[src/rtl/alu_operand_stage_if.sv]
// Bus bundle for the ID/EX operand stage: decode slot, forwarding sources,
// downstream stall/flush, and the ALU-facing outputs.
interface alu_operand_stage_if #(
  parameter int DW  = 32,
  parameter int RW  = 5,
  parameter int OPW = 6
);
  logic           id_valid;
  logic [DW-1:0]  id_rs_data;
  logic [DW-1:0]  id_rt_data;
  logic [DW-1:0]  id_imm;
  logic [RW-1:0]  id_rs;
  logic [RW-1:0]  id_rt;
  logic [RW-1:0]  id_rd;
  logic [OPW-1:0] id_op;
  logic           id_use_imm;
  logic           id_uses_rt;
  logic           id_reg_write;
  logic           id_mem_read;
  logic           id_mem_write;
  logic           stall_in;
  logic           flush;
  logic           exmem_reg_write;
  logic [RW-1:0]  exmem_rd;
  logic [DW-1:0]  exmem_result;
  logic           memwb_reg_write;
  logic [RW-1:0]  memwb_rd;
  logic [DW-1:0]  memwb_result;
  logic [DW-1:0]  alu_a;
  logic [DW-1:0]  alu_b;
  logic [OPW-1:0] alu_operation;
  logic [DW-1:0]  ex_store_data;
  logic           ex_valid;
  logic [RW-1:0]  ex_rd;
  logic           ex_reg_write;
  logic           ex_mem_read;
  logic           ex_mem_write;
  logic           hazard_stall;

  modport master (
    output id_valid, id_rs_data, id_rt_data, id_imm, id_rs, id_rt, id_rd, id_op,
           id_use_imm, id_uses_rt, id_reg_write, id_mem_read, id_mem_write,
           stall_in, flush, exmem_reg_write, exmem_rd, exmem_result,
           memwb_reg_write, memwb_rd, memwb_result,
    input  alu_a, alu_b, alu_operation, ex_store_data, ex_valid, ex_rd,
           ex_reg_write, ex_mem_read, ex_mem_write, hazard_stall
  );

  modport slave (
    input  id_valid, id_rs_data, id_rt_data, id_imm, id_rs, id_rt, id_rd, id_op,
           id_use_imm, id_uses_rt, id_reg_write, id_mem_read, id_mem_write,
           stall_in, flush, exmem_reg_write, exmem_rd, exmem_result,
           memwb_reg_write, memwb_rd, memwb_result,
    output alu_a, alu_b, alu_operation, ex_store_data, ex_valid, ex_rd,
           ex_reg_write, ex_mem_read, ex_mem_write, hazard_stall
  );
endinterface

[src/rtl/alu_operand_stage.sv]
// ID/EX pipeline register with EX/MEM and MEM/WB operand forwarding,
// load-use hazard detection and bubble insertion.
module alu_operand_stage #(
  parameter int DW  = 32,
  parameter int RW  = 5,
  parameter int OPW = 6
) (
  input logic               clk,
  input logic               reset,
  alu_operand_stage_if.slave bus
);

  localparam logic [OPW-1:0] OpPassB = '1;

  typedef struct packed {
    logic           valid;
    logic [RW-1:0]  rs;
    logic [RW-1:0]  rt;
    logic [RW-1:0]  rd;
    logic [DW-1:0]  rsData;
    logic [DW-1:0]  rtData;
    logic [DW-1:0]  imm;
    logic [OPW-1:0] op;
    logic           useImm;
    logic           regWrite;
    logic           memRead;
    logic           memWrite;
  } stage_t;

  stage_t         stage;
  stage_t         stageNext;
  logic           loadUse;
  logic [DW-1:0]  fwdRs;
  logic [DW-1:0]  fwdRt;

  // Newest producer wins; $0 is hardwired so it is never a forwarding target.
  function automatic logic [DW-1:0] forwardSel(
    input logic [RW-1:0] src,     input logic [DW-1:0] regVal,
    input logic          exWr,    input logic [RW-1:0] exRd, input logic [DW-1:0] exVal,
    input logic          wbWr,    input logic [RW-1:0] wbRd, input logic [DW-1:0] wbVal
  );
    if (exWr && exRd != '0 && exRd == src)      return exVal;
    else if (wbWr && wbRd != '0 && wbRd == src) return wbVal;
    else                                        return regVal;
  endfunction

  always_comb begin
    loadUse = !bus.stall_in && stage.valid && stage.memRead && stage.rd != '0 &&
              bus.id_valid &&
              (stage.rd == bus.id_rs || (bus.id_uses_rt && stage.rd == bus.id_rt));
  end

  // NOTE: start from a full default so every path assigns stageNext and no latch is inferred.
  always_comb begin
    stageNext = stage;
    if (bus.stall_in) begin
      stageNext = stage;
    end else if (bus.flush || loadUse) begin
      stageNext = '0;
    end else begin
      stageNext.valid    = bus.id_valid;
      stageNext.rs       = bus.id_rs;
      stageNext.rt       = bus.id_rt;
      stageNext.rd       = bus.id_rd;
      stageNext.rsData   = bus.id_rs_data;
      stageNext.rtData   = bus.id_rt_data;
      stageNext.imm      = bus.id_imm;
      stageNext.op       = bus.id_op;
      stageNext.useImm   = bus.id_use_imm;
      stageNext.regWrite = bus.id_valid & bus.id_reg_write;
      stageNext.memRead  = bus.id_valid & bus.id_mem_read;
      stageNext.memWrite = bus.id_valid & bus.id_mem_write;
    end
  end

  // NOTE: sequential state uses non-blocking assignment so all flops update together at the edge.
  always_ff @(posedge clk) begin
    if (reset) stage <= '0;
    else       stage <= stageNext;
  end

  always_comb begin
    fwdRs = forwardSel(stage.rs, stage.rsData,
                       bus.exmem_reg_write, bus.exmem_rd, bus.exmem_result,
                       bus.memwb_reg_write, bus.memwb_rd, bus.memwb_result);
    fwdRt = forwardSel(stage.rt, stage.rtData,
                       bus.exmem_reg_write, bus.exmem_rd, bus.exmem_result,
                       bus.memwb_reg_write, bus.memwb_rd, bus.memwb_result);
  end

  // A bubble presents constant operands and pass-b so the ALU cannot move flags.
  assign bus.alu_a         = stage.valid ? fwdRs : '0;
  assign bus.alu_b         = !stage.valid ? '0 : (stage.useImm ? stage.imm : fwdRt);
  assign bus.alu_operation = stage.valid ? stage.op : OpPassB;
  assign bus.ex_store_data = fwdRt;
  assign bus.ex_valid      = stage.valid;
  assign bus.ex_rd         = stage.rd;
  assign bus.ex_reg_write  = stage.regWrite;
  assign bus.ex_mem_read   = stage.memRead;
  assign bus.ex_mem_write  = stage.memWrite;
  assign bus.hazard_stall  = loadUse;

endmodule

[src/flat_wrapper.sv]
// flat-port wrapper written by rule: the top's interface ports become plain ports
module alu_operand_stage_flat 
#(
  parameter int DW  = 32,
  parameter int RW  = 5,
  parameter int OPW = 6
)
  (clk, reset, bus_id_valid, bus_id_rs_data, bus_id_rt_data, bus_id_imm, bus_id_rs, bus_id_rt, bus_id_rd, bus_id_op, bus_id_use_imm, bus_id_uses_rt, bus_id_reg_write, bus_id_mem_read, bus_id_mem_write, bus_stall_in, bus_flush, bus_exmem_reg_write, bus_exmem_rd, bus_exmem_result, bus_memwb_reg_write, bus_memwb_rd, bus_memwb_result, bus_alu_a, bus_alu_b, bus_alu_operation, bus_ex_store_data, bus_ex_valid, bus_ex_rd, bus_ex_reg_write, bus_ex_mem_read, bus_ex_mem_write, bus_hazard_stall);
  alu_operand_stage_if #(.DW(DW), .RW(RW), .OPW(OPW)) bus_i ();
  input logic clk;
  input logic reset;
  input wire logic [$bits(bus_i.id_valid)-1:0] bus_id_valid;
  input wire logic [$bits(bus_i.id_rs_data)-1:0] bus_id_rs_data;
  input wire logic [$bits(bus_i.id_rt_data)-1:0] bus_id_rt_data;
  input wire logic [$bits(bus_i.id_imm)-1:0] bus_id_imm;
  input wire logic [$bits(bus_i.id_rs)-1:0] bus_id_rs;
  input wire logic [$bits(bus_i.id_rt)-1:0] bus_id_rt;
  input wire logic [$bits(bus_i.id_rd)-1:0] bus_id_rd;
  input wire logic [$bits(bus_i.id_op)-1:0] bus_id_op;
  input wire logic [$bits(bus_i.id_use_imm)-1:0] bus_id_use_imm;
  input wire logic [$bits(bus_i.id_uses_rt)-1:0] bus_id_uses_rt;
  input wire logic [$bits(bus_i.id_reg_write)-1:0] bus_id_reg_write;
  input wire logic [$bits(bus_i.id_mem_read)-1:0] bus_id_mem_read;
  input wire logic [$bits(bus_i.id_mem_write)-1:0] bus_id_mem_write;
  input wire logic [$bits(bus_i.stall_in)-1:0] bus_stall_in;
  input wire logic [$bits(bus_i.flush)-1:0] bus_flush;
  input wire logic [$bits(bus_i.exmem_reg_write)-1:0] bus_exmem_reg_write;
  input wire logic [$bits(bus_i.exmem_rd)-1:0] bus_exmem_rd;
  input wire logic [$bits(bus_i.exmem_result)-1:0] bus_exmem_result;
  input wire logic [$bits(bus_i.memwb_reg_write)-1:0] bus_memwb_reg_write;
  input wire logic [$bits(bus_i.memwb_rd)-1:0] bus_memwb_rd;
  input wire logic [$bits(bus_i.memwb_result)-1:0] bus_memwb_result;
  output wire logic [$bits(bus_i.alu_a)-1:0] bus_alu_a;
  output wire logic [$bits(bus_i.alu_b)-1:0] bus_alu_b;
  output wire logic [$bits(bus_i.alu_operation)-1:0] bus_alu_operation;
  output wire logic [$bits(bus_i.ex_store_data)-1:0] bus_ex_store_data;
  output wire logic [$bits(bus_i.ex_valid)-1:0] bus_ex_valid;
  output wire logic [$bits(bus_i.ex_rd)-1:0] bus_ex_rd;
  output wire logic [$bits(bus_i.ex_reg_write)-1:0] bus_ex_reg_write;
  output wire logic [$bits(bus_i.ex_mem_read)-1:0] bus_ex_mem_read;
  output wire logic [$bits(bus_i.ex_mem_write)-1:0] bus_ex_mem_write;
  output wire logic [$bits(bus_i.hazard_stall)-1:0] bus_hazard_stall;
  assign bus_i.id_valid = bus_id_valid;
  assign bus_i.id_rs_data = bus_id_rs_data;
  assign bus_i.id_rt_data = bus_id_rt_data;
  assign bus_i.id_imm = bus_id_imm;
  assign bus_i.id_rs = bus_id_rs;
  assign bus_i.id_rt = bus_id_rt;
  assign bus_i.id_rd = bus_id_rd;
  assign bus_i.id_op = bus_id_op;
  assign bus_i.id_use_imm = bus_id_use_imm;
  assign bus_i.id_uses_rt = bus_id_uses_rt;
  assign bus_i.id_reg_write = bus_id_reg_write;
  assign bus_i.id_mem_read = bus_id_mem_read;
  assign bus_i.id_mem_write = bus_id_mem_write;
  assign bus_i.stall_in = bus_stall_in;
  assign bus_i.flush = bus_flush;
  assign bus_i.exmem_reg_write = bus_exmem_reg_write;
  assign bus_i.exmem_rd = bus_exmem_rd;
  assign bus_i.exmem_result = bus_exmem_result;
  assign bus_i.memwb_reg_write = bus_memwb_reg_write;
  assign bus_i.memwb_rd = bus_memwb_rd;
  assign bus_i.memwb_result = bus_memwb_result;
  assign bus_alu_a = bus_i.alu_a;
  assign bus_alu_b = bus_i.alu_b;
  assign bus_alu_operation = bus_i.alu_operation;
  assign bus_ex_store_data = bus_i.ex_store_data;
  assign bus_ex_valid = bus_i.ex_valid;
  assign bus_ex_rd = bus_i.ex_rd;
  assign bus_ex_reg_write = bus_i.ex_reg_write;
  assign bus_ex_mem_read = bus_i.ex_mem_read;
  assign bus_ex_mem_write = bus_i.ex_mem_write;
  assign bus_hazard_stall = bus_i.hazard_stall;
  alu_operand_stage #(.DW(DW), .RW(RW), .OPW(OPW)) u_core (.clk(clk), .reset(reset), .bus(bus_i));
endmodule
[config.mk]
export PLATFORM = sky130hd
export DESIGN_NAME = alu_operand_stage_flat
export DESIGN_NICKNAME = d
export VERILOG_FILES = /design/src/rtl/alu_operand_stage_if.sv /design/src/rtl/alu_operand_stage.sv /design/src/flat_wrapper.sv
export SDC_FILE = /design/constraint.sdc
export NUM_CORES = 1
export LEC_CHECK = 0
export BUFFER_PORTS_ARGS = -buffer_cell sky130_fd_sc_hd__buf_4
export CAP_MARGIN = 20
export CELL_PAD_IN_SITES_DETAIL_PLACEMENT = 1
export CELL_PAD_IN_SITES_GLOBAL_PLACEMENT = 1
export CORE_ASPECT_RATIO = 0.7
export CORE_MARGIN = 3
export CORE_UTILIZATION = 33
export CTS_CLUSTER_SIZE = 40
export DETAILED_ROUTE_END_ITERATION = 10
export GPL_ROUTABILITY_DRIVEN = 0
export PLACE_DENSITY = 0.86
export RECOVER_POWER = 50
export SYNTH_ARGS = -nofsm -noshare
export SYNTH_HDL_FRONTEND = slang
export SYNTH_SLANG_ARGS = --single-unit
[constraint.sdc]
create_clock -name clk -period 2.5 [get_ports clk]
set_input_delay 0.5 -clock clk [delete_from_list [all_inputs] [get_ports clk]]
set_output_delay 0.5 -clock clk [all_outputs]
set_load 0.005 [all_outputs]
==> impl_metrics.ini, run 1 <==
[setup_path]
worst-setup-path-type = reg -> out
cp_max_fo = 27
timing.critical_path.arrival_ps = 2450
critPathLaunchType = flip-flop
critical_path_required_ps = 2000
cp-end-kind = primary output

[outcome]
run_status = finished with violations
failed_checks = setup timing

[placed_design]
place_ws_ps = -310
dp_hpwl_microns = 20200
port-buffer-count = 314
placed_cells = 1215

[timing]
worst_pin_slew_ps = 729
max_slew_margin_pct = 51.3
finalSetupViolations = 96
final.setup.worst_slack_ps = -451
finalCriticalPeriod_ps = 2950
hold_viol = 0
grt_setup_unrepaired = yes
holdWs_ps = 275
fmax_ghz = 0.339
clock-skew-final_ps = 12.2
finalCritPeriodShare_pct = 118
timing.final.max_slew_violations = 0
fin_setup_tns_ps = -34180

[cells_and_area]
areaGrowthSynthToFinish_pct = 88.6
fillCellCount = 1921
antenna-diode-count = 0
nets = 1244
final_core_area_utilization_pct = 64.2
fraction_of_layout_cells_with_a_size_suffix_above_1_pct = 59.9
final_cell_count_no_fill = 1290

[logic_synthesis]
syn_inst = 708
area_share_of_the_leading_cell_type_in_the_synthesized_netlist_pct = 39.3
synthTopCellsByArea = dfxtp_1 39%, a22o_1 17%, nand2_1 6.0%, mux2i_1 5.2%, o221ai_1 4.5%
muxShareOfSynthArea_pct = 5.15
syn_avg_cell_area_sq_um = 8.78
yosys_warnings = 0
seq_area_frac_synth_pct = 39.3
yosys.area_share.simple_pct = 13.5
yosys.cell_types.count = 33
yosys.area_share.adder_pct = 0
postSynth.asyncResetShare_pct = 0
synth_top_cell_by_area = dfxtp_1
synth_enable_flop_cells = 0
synth_nets = 911
ys_ff_latch = 122
syn-cell-area_sq_mm = 0.00622
synth-compound-area-share_pct = 30.7
synthXorXnorAreaFrac_pct = 4.23
synth_top_family_by_area = compound AO/OA/AOI/OAI gates
primary_ff_master_synth = dfxtp_1

[route]
drc_markers = 0
firstDrtPassIters = 5
post_detailed_route_via_to_cell_ratio = 6.12
ant_nets = 0
totalWireLength_microns = 37600
drt-initial-drc-count = 808
vias = 7889
wl_per_cell_microns = 29.1

[worst_hold_path]
hp-class = in -> reg

[floorplanning]
io_pins = 315
die_height_microns = 121
initial_core_util_pct = 34.1
die_width_microns = 170
core.rowCount = 41
core_area_sq_mm = 0.0183
fp.dieArea_sq_mm = 0.0206

[clock_network]
cts.sink_count = 122
cts-buffers-inserted = 17
htree_levels = 4
clock_path_buffers = 2
cts_hold_buf = 0
cts_root_buf = clkbuf_16
cts_tree = built
clkTransAtPathRegs_ps = 70
clock_latency_ps = 430

[pwr]
sw_frac_of_total_pct = 28.3
pwr-share-seq_pct = 37.1
p_leak_nw = 4.65
clk_network_pwr_share_pct = 44.9
switchingPower_w = 0.00160
worst_ir_drop_vdd_v = 0.000325
power_per_cell_area_mw_per_mm2 = 483
share_comb_of_total_power_pct = 18.1
cellInternalPower_w = 0.00406

[grt]
grt_antenna_before_repair = 2
aggregate_global_routing_overflow = 0
grtUsageTotal_pct = 29.6
via_count_of_the_first_global_routing_pass = 7703
pin_count_of_the_biggest_net_entering_global_routing = 52
wire_length_of_the_first_global_routing_pass_microns = 46200

[job]
cap_violations = 0
-- path summary, 6_finish.rpt --
path	start	to	slack (ps)	cells past startpoint
setup / recovery	u_core.stage[113]$_SDFFE_PP0N_	bus_ex_store_data[24]	-450	9
hold / removal	bus_id_imm[5]	u_core.stage[15]$_SDFFE_PP0N_	270	2
setup reg to reg	u_core.bus.ex_rd[0]$_SDFFE_PP0N_	u_core.stage[30]$_SDFFE_PP0N_	40	6
hold reg to reg	u_core.stage[7]$_SDFFE_PP0N_	u_core.stage[7]$_SDFFE_PP0N_	470	1
-- kinds of logic after synthesis --
kind of cell / count (synthesis)
multiplexers: 32
flip-flops: 122
XOR/XNOR: 30
buffers and inverters: 79
AO/OA/AOI/OAI: 255
AND/OR/NAND/NOR: 190
-- layout by cell type (no fill, tap or decap), types with 13 or more instances in the layout --
cell type	count
a21oi_1	15
nand3_1	35
nor2_2	17
mux2i_4	19
o221ai_2	24
a31oi_1	18
nor2_1	13
o21ai_2	25
xnor2_1	15
dfxtp_1	112
nand2_4	26
clkbuf_16	25
buf_6	33
nand2_1	61
a21oi_2	16
buf_12	15
buf_4	312
a22o_1	119
-- cells in the mapped netlist, types with 3 or more instances --
master and n:
a22o_1 119, buf_6 11, o21ai_1 29, nand3_1 36, xor2_1 6, a32o_1 3, o221ai_1 32, buf_2 22
nand2_1 99, buf_4 10, dfxtp_1 122, clkbuf_1 36, xnor2_1 24, nand2b_1 6, nor2_1 34, mux2i_1 32
a21oi_1 32, o21ai_0 4, or4_1 3, a31oi_1 33
-- timing repair --
item	in CTS	in global routing
resized for setup	127	213
pin swaps	36	83
cloned	11	9
endpoints found under the hold margin	0	0
setup buffers	12	14
endpoints found under the setup margin	96	96
-- stage by stage --
step	instance area, sq um	total power, W
final	11700	0.00566
after detailed placement	8930	0.00289
after global placement	8930	0.00287
after CTS	10500	0.00545
after global routing	11700	0.00581
after floorplan	6220	0.00240
-- routing by layer --
layer | share of wire (%) | routed length (microns) | global-route usage [%]
met5 | 0.16 | 62 | 0
met2 | 49 | 18200 | 48.8
met1 | 38 | 14300 | 36.2
met4 | 3.5 | 1310 | 9.12
met3 | 9.9 | 3700 | 10.8
-- power by group through the flow --
stage	combinational, W	sequential (W)	clock (W)
after CTS	0.000866	0.00208	0.00251
after global routing	0.00107	0.00210	0.00263
after detailed placement	0.000774	0.00212	0
after global placement	0.000756	0.00212	0
final	0.00102	0.00210	0.00254
after floorplan	0.000300	0.00210	0
-- layout make-up --
cell class	instances	area [sq um]	area share, %
clock inverter	14	145	1.24
sequential	122	2460	21.0
clock buffer	18	439	3.75
multi-input combinational	507	4720	40.3
tap	236	295	2.52
timing repair buffer	393	3660	31.2
-- registers in the layout, summed over array words and instances (netlist names) --
| signal | cells |
|---|---|
| u_core.bus.ex_valid | 1 |
| u_core.stage | 113 |
| u_core.bus.ex_rd | 5 |
| u_core.bus.ex_reg_write | 1 |
| u_core.bus.ex_mem_read | 1 |
| u_core.bus.ex_mem_write | 1 |
-- critical path, cell delays in order, from the launching register on --
cell,delay (ps)
dfxtp_4,350
buf_6,120
xnor2_2,120
nand3_1,100
or4_4,510
buf_12,180
buf_16,180
nor2_1,170
a21oi_1,90
buf_4,160
No activity file was read; power rests on OpenSTA's default activity.
==> inputs of run 2 (changes only) <==
--- a/config.mk
+++ b/config.mk
@@ -8,14 +8,13 @@
 export BUFFER_PORTS_ARGS = -buffer_cell sky130_fd_sc_hd__buf_4
 export CAP_MARGIN = 20
-export CELL_PAD_IN_SITES_DETAIL_PLACEMENT = 1
-export CELL_PAD_IN_SITES_GLOBAL_PLACEMENT = 1
 export CORE_ASPECT_RATIO = 0.7
 export CORE_MARGIN = 3
-export CORE_UTILIZATION = 33
+export CORE_UTILIZATION = 46
 export CTS_CLUSTER_SIZE = 40
 export DETAILED_ROUTE_END_ITERATION = 10
 export GPL_ROUTABILITY_DRIVEN = 0
-export PLACE_DENSITY = 0.86
+export PLACE_DENSITY = 0.85
 export RECOVER_POWER = 50
+export SLEW_MARGIN = 20
 export SYNTH_ARGS = -nofsm -noshare
 export SYNTH_HDL_FRONTEND = slang
==> constraint.sdc (replaced) <==
create_clock -name clk -period 2.5 [get_ports clk]
set_input_delay 0 -clock clk [delete_from_list [all_inputs] [get_ports clk]]
set_output_delay 0 -clock clk [all_outputs]
set_load 0.005 [all_outputs]
==> run 2 against run 1 <==
The flow now finishes without violations. Hold slack gained 55 ps. Largest power group unchanged. Sequential power is essentially flat. Wire length shrank 25%.
==> impl_metrics.ini, run 2 (synthesis gave the netlist of run 1 again) <==
[outcome]
run_status = finished clean

[route]
drc_markers = 0
firstDrtPassIters = 5
vias = 7817
drt-initial-drc-count = 701
ant_nets = 0
totalWireLength_microns = 28100
post_detailed_route_via_to_cell_ratio = 6.00
wl_per_cell_microns = 21.6

[placed_design]
port-buffer-count = 314
place_ws_ps = 526
dp_hpwl_microns = 16700

[cells_and_area]
largest_register_by_flop_count = u_core.stage
layout_commonest_cell = buf_4
nets = 1313
largest_register_ffs = 113
fraction_of_layout_cells_with_a_size_suffix_above_1_pct = 33.8
commonest_cells_after_routing_fill_and_taps_aside = 316 x buf_4, 122 x dlygate4sd3_1, 120 x dfxtp_1
fillCellCount = 694
areaGrowthSynthToFinish_pct = 67.9

[grt]
grt_antenna_before_repair = 2
pin_count_of_the_biggest_net_entering_global_routing = 71
grtUsageTotal_pct = 34.7
aggregate_global_routing_overflow = 0
wire_length_of_the_first_global_routing_pass_microns = 41900
via_count_of_the_first_global_routing_pass = 7958

[clock_network]
cts_root_buf = clkbuf_16
htree_levels = 4
cts_tree = built
cts-buffers-inserted = 17
clock_path_buffers = 2
clock_latency_ps = 400
clkTransAtPathRegs_ps = 60
cts.sink_count = 122

[timing]
finalCriticalPeriod_ps = 2440
clock-skew-final_ps = 13.2
timing.final.max_slew_violations = 0
max_slew_margin_pct = 43.9
finalCritPeriodShare_pct = 97.6
final.setup.worst_slack_ps = 59.7
hold_viol = 0
fmax_ghz = 0.410
finalSetupViolations = 0
worst_pin_slew_ps = 842
grt_setup_unrepaired = yes
fin_setup_tns_ps = 0

[floorplanning]
die_height_microns = 103
fp.dieArea_sq_mm = 0.0150
io_pins = 315
die_width_microns = 145
core_area_sq_mm = 0.0128
initial_core_util_pct = 48.6
core.rowCount = 34

[pwr]
p_leak_nw = 4.37
worst_ir_drop_vdd_v = 0.000512
power_per_cell_area_mw_per_mm2 = 522

[setup_path]
timing.critical_path.arrival_ps = 2440
critical_path_required_ps = 2500
worst-setup-path-type = reg -> out
critPathLaunchType = flip-flop
cp-end-kind = primary output
reg2regPathDepth = 4
cp_max_fo = 13

[worst_hold_path]
hp-class = in -> reg
min_path_cells = 4

[job]
cap_violations = 0
[run 2: stage by stage]
stage          cells  instance area, sq um  total power (W)  hold WS [ps]  utilization, %
6_report        1302                 10400          0.00544           330            81.5
5_1_grt         1301                 10400          0.00560           348            81.5
4_1_cts         1295                 10400          0.00538           303            80.9
3_5_place_dp    1144                  8570          0.00283           219            66.9
3_3_place_gp    1144                  8570          0.00281           215            66.9
2_1_floorplan    708                  6220          0.00240           119               -
[run 2: path summary, 6_finish.rpt]
check / from / endpoint / slack, ps
setup / recovery: u_core.stage[115]$_SDFFE_PP0N_ / bus_alu_b[23] / 60
hold / removal: reset / u_core.stage[10]$_SDFFE_PP0N_ / 330
setup reg to reg: u_core.bus.ex_valid$_SDFFE_PP0N_ / u_core.bus.ex_mem_write$_SDFFE_PP0N_ / 70
hold reg to reg: u_core.stage[58]$_SDFFE_PP0N_ / u_core.stage[58]$_SDFFE_PP0N_ / 470
[run 2: area by class of cell]
type	instances	area (sq um)	share of cell area [%]
flip-flops and latches	122	2440	23.4
clock buffers	20	447	4.28
multi-input cells	507	3380	32.4
clock inverters	9	125	1.20
well taps	180	225	2.16
diodes	2	5.00	0.0479
repair buffers	462	3810	36.5
[run 2: repair_timing]
| action | CTS | global route |
|---|---|---|
| buffers inserted | 0 | 5 |
| setup endpoints to repair | 0 | 40 |
| hold endpoints to repair | 122 | 0 |
| gates resized for setup | 0 | 14 |
| hold buffers | 122 | 0 |
[run 2: worst max-delay path, cell delays in order (launching register included)]
cell and delay [ps]:
dfxtp_1 420, xnor2_1 170, nand3_1 170, nor4_4 280, buf_6 270, mux2i_1 360
o221ai_1 190, buf_4 170
[run 2: report_power, final]
part           switching, W  leakage [nW]  internal [W]
registers         0.0000633         0.997       0.00202
logic              0.000388          3.09      0.000535
clock network      0.000864         0.277       0.00157
[run 2: per-layer routing]
layer  track usage [%]  part of all wire, %
met2              59.4                   48
met5                 0                    0
met1              41.5                   37
met4              15.5                  3.7
met3              9.93                   11
==> inputs of run 3 (changes only) <==
- CORE_ASPECT_RATIO: 0.7 -> 0.5
==> run 3 against run 2 <==
Utilization fell by 0.81 points. Register-to-register slack improved by 100 ps. Combinational power fell by 2%. Critical path depth fell by 1. Clock power increased by 3%. Fmax decreased by 0.17%. First-iteration DRC count shrank 2.1%. Via count fell by 1.6%. Non-clock buffer count down 8. Critical path type unchanged. Largest power group unchanged.
==> impl_metrics.ini, run 3 (synthesis gave the netlist of run 1 again) <==
[outcome]
run_status = finished clean

[floorplanning]
core.rowCount = 29
fp.dieArea_sq_mm = 0.0150
die_width_microns = 170
core_area_sq_mm = 0.0129
die_height_microns = 88.2
io_pins = 315
initial_core_util_pct = 48.1

[cells_and_area]
fraction_of_layout_cells_with_a_size_suffix_above_1_pct = 33.4
largest_register_ffs = 113
antenna-diode-count = 0
commonest_cells_after_routing_fill_and_taps_aside = 309 x buf_4, 124 x dlygate4sd3_1, 121 x dfxtp_1
layout_commonest_cell = buf_4
areaGrowthSynthToFinish_pct = 67.7
nets = 1305
largest_register_by_flop_count = u_core.stage
fillCellCount = 803

[timing]
timing.final.max_slew_violations = 0
max_slew_margin_pct = 48.2
fin_setup_tns_ps = 0
grt_setup_unrepaired = no
clock-skew-final_ps = 11.8
finalCriticalPeriod_ps = 2440
final.setup.worst_slack_ps = 55.5
finalCritPeriodShare_pct = 97.8
finalSetupViolations = 0
fmax_ghz = 0.409
hold_viol = 0
worst_pin_slew_ps = 778

[job]
cap_violations = 0

[clock_network]
cts-buffers-inserted = 17
clock_path_buffers = 2
cts_root_buf = clkbuf_16
clock_latency_ps = 410
cts.sink_count = 122
clkTransAtPathRegs_ps = 60
postCtsSetupRepairBufs = 0
htree_levels = 4
cts_tree = built

[setup_path]
critPathLaunchType = flip-flop
worst-setup-path-type = reg -> out
cp_max_fo = 96
cp-end-kind = primary output
critical_path_required_ps = 2500
timing.critical_path.arrival_ps = 2440

[grt]
grt_antenna_before_repair = 1
aggregate_global_routing_overflow = 0
pin_count_of_the_biggest_net_entering_global_routing = 97
grtUsageTotal_pct = 33.9
via_count_of_the_first_global_routing_pass = 7800
wire_length_of_the_first_global_routing_pass_microns = 40500

[pwr]
post-layout-total-power_w = 0.00549
power_per_cell_area_mw_per_mm2 = 526
p_leak_nw = 4.35
worst_ir_drop_vdd_v = 0.000472

[placed_design]
port-buffer-count = 314
dp_hpwl_microns = 17200
place_ws_ps = 353

[route]
ant_nets = 0
drc_markers = 0
firstDrtPassIters = 5
vias = 7690
wl_per_cell_microns = 20.8
totalWireLength_microns = 26700
drt-initial-drc-count = 686
post_detailed_route_via_to_cell_ratio = 5.98

[worst_hold_path]
hp-class = in -> reg
run 3: metrics by stage:
step	utilization [%]	area, sq um	cells	hold slack (ps)
after floorplan	-	6220	708	119
after global placement	66.1	8540	1129	215
after detailed placement	66.1	8540	1129	218
after CTS	80.4	10400	1285	183
after global routing	80.7	10400	1285	208
final	80.7	10400	1285	204
run 3: cell type report:
class	instances	area (sq um)	share of cell area (%)
multi-input cells	507	3390	32.5
clock inverters	14	174	1.67
well taps	170	213	2.04
clock buffers	18	429	4.12
repair buffers	454	3780	36.2
flip-flops and latches	122	2440	23.4
run 3: routing by layer:
metal	GRT usage [%]	share of wire, %	routed length [microns]	vias to the layer above
met5	0	0.041	11	-
met4	16.9	3.8	1020	2
met3	8.30	8.4	2260	102
met2	58.2	49	13100	493
met1	40.6	39	10400	3651
li1	-	-	-	3442
run 3: power breakdown:
group          switching [W]  internal (W)  total [W]  leakage (nW)
Clock               0.000924       0.00157    0.00250         0.282
Combinational       0.000376      0.000533   0.000909          3.07
Sequential         0.0000604       0.00202    0.00208         0.996
Total                0.00136       0.00413    0.00549          4.35
run 3: critical path, stage by stage (launching register included):
cell and delay, ps:
dfxtp_1 440, xnor2_1 160, nand3_1 100, or4_4 580
buf_12 240, o221ai_1 270, buf_4 170
run 3: final timing paths:
path / from / endpoint / slack, ps / depth (start not counted)
worst min-delay path: reset / u_core.bus.ex_valid$_SDFFE_PP0N_ / 200 / 4
worst min register to register: u_core.stage[9]$_SDFFE_PP0N_ / u_core.stage[9]$_SDFFE_PP0N_ / 470 / 1
worst max register to register: u_core.bus.ex_rd[4]$_SDFFE_PP0N_ / u_core.bus.ex_reg_write$_SDFFE_PP0N_ / 170 / 7
worst max-delay path: u_core.stage[114]$_SDFFE_PP0N_ / bus_alu_b[5] / 60 / 6
run 3: timing repair:
item                                   CTS  global route
setup endpoints to repair               13            66
gates resized for setup                  2            14
endpoints found under the hold margin  122             0
hold buffers                           124             0
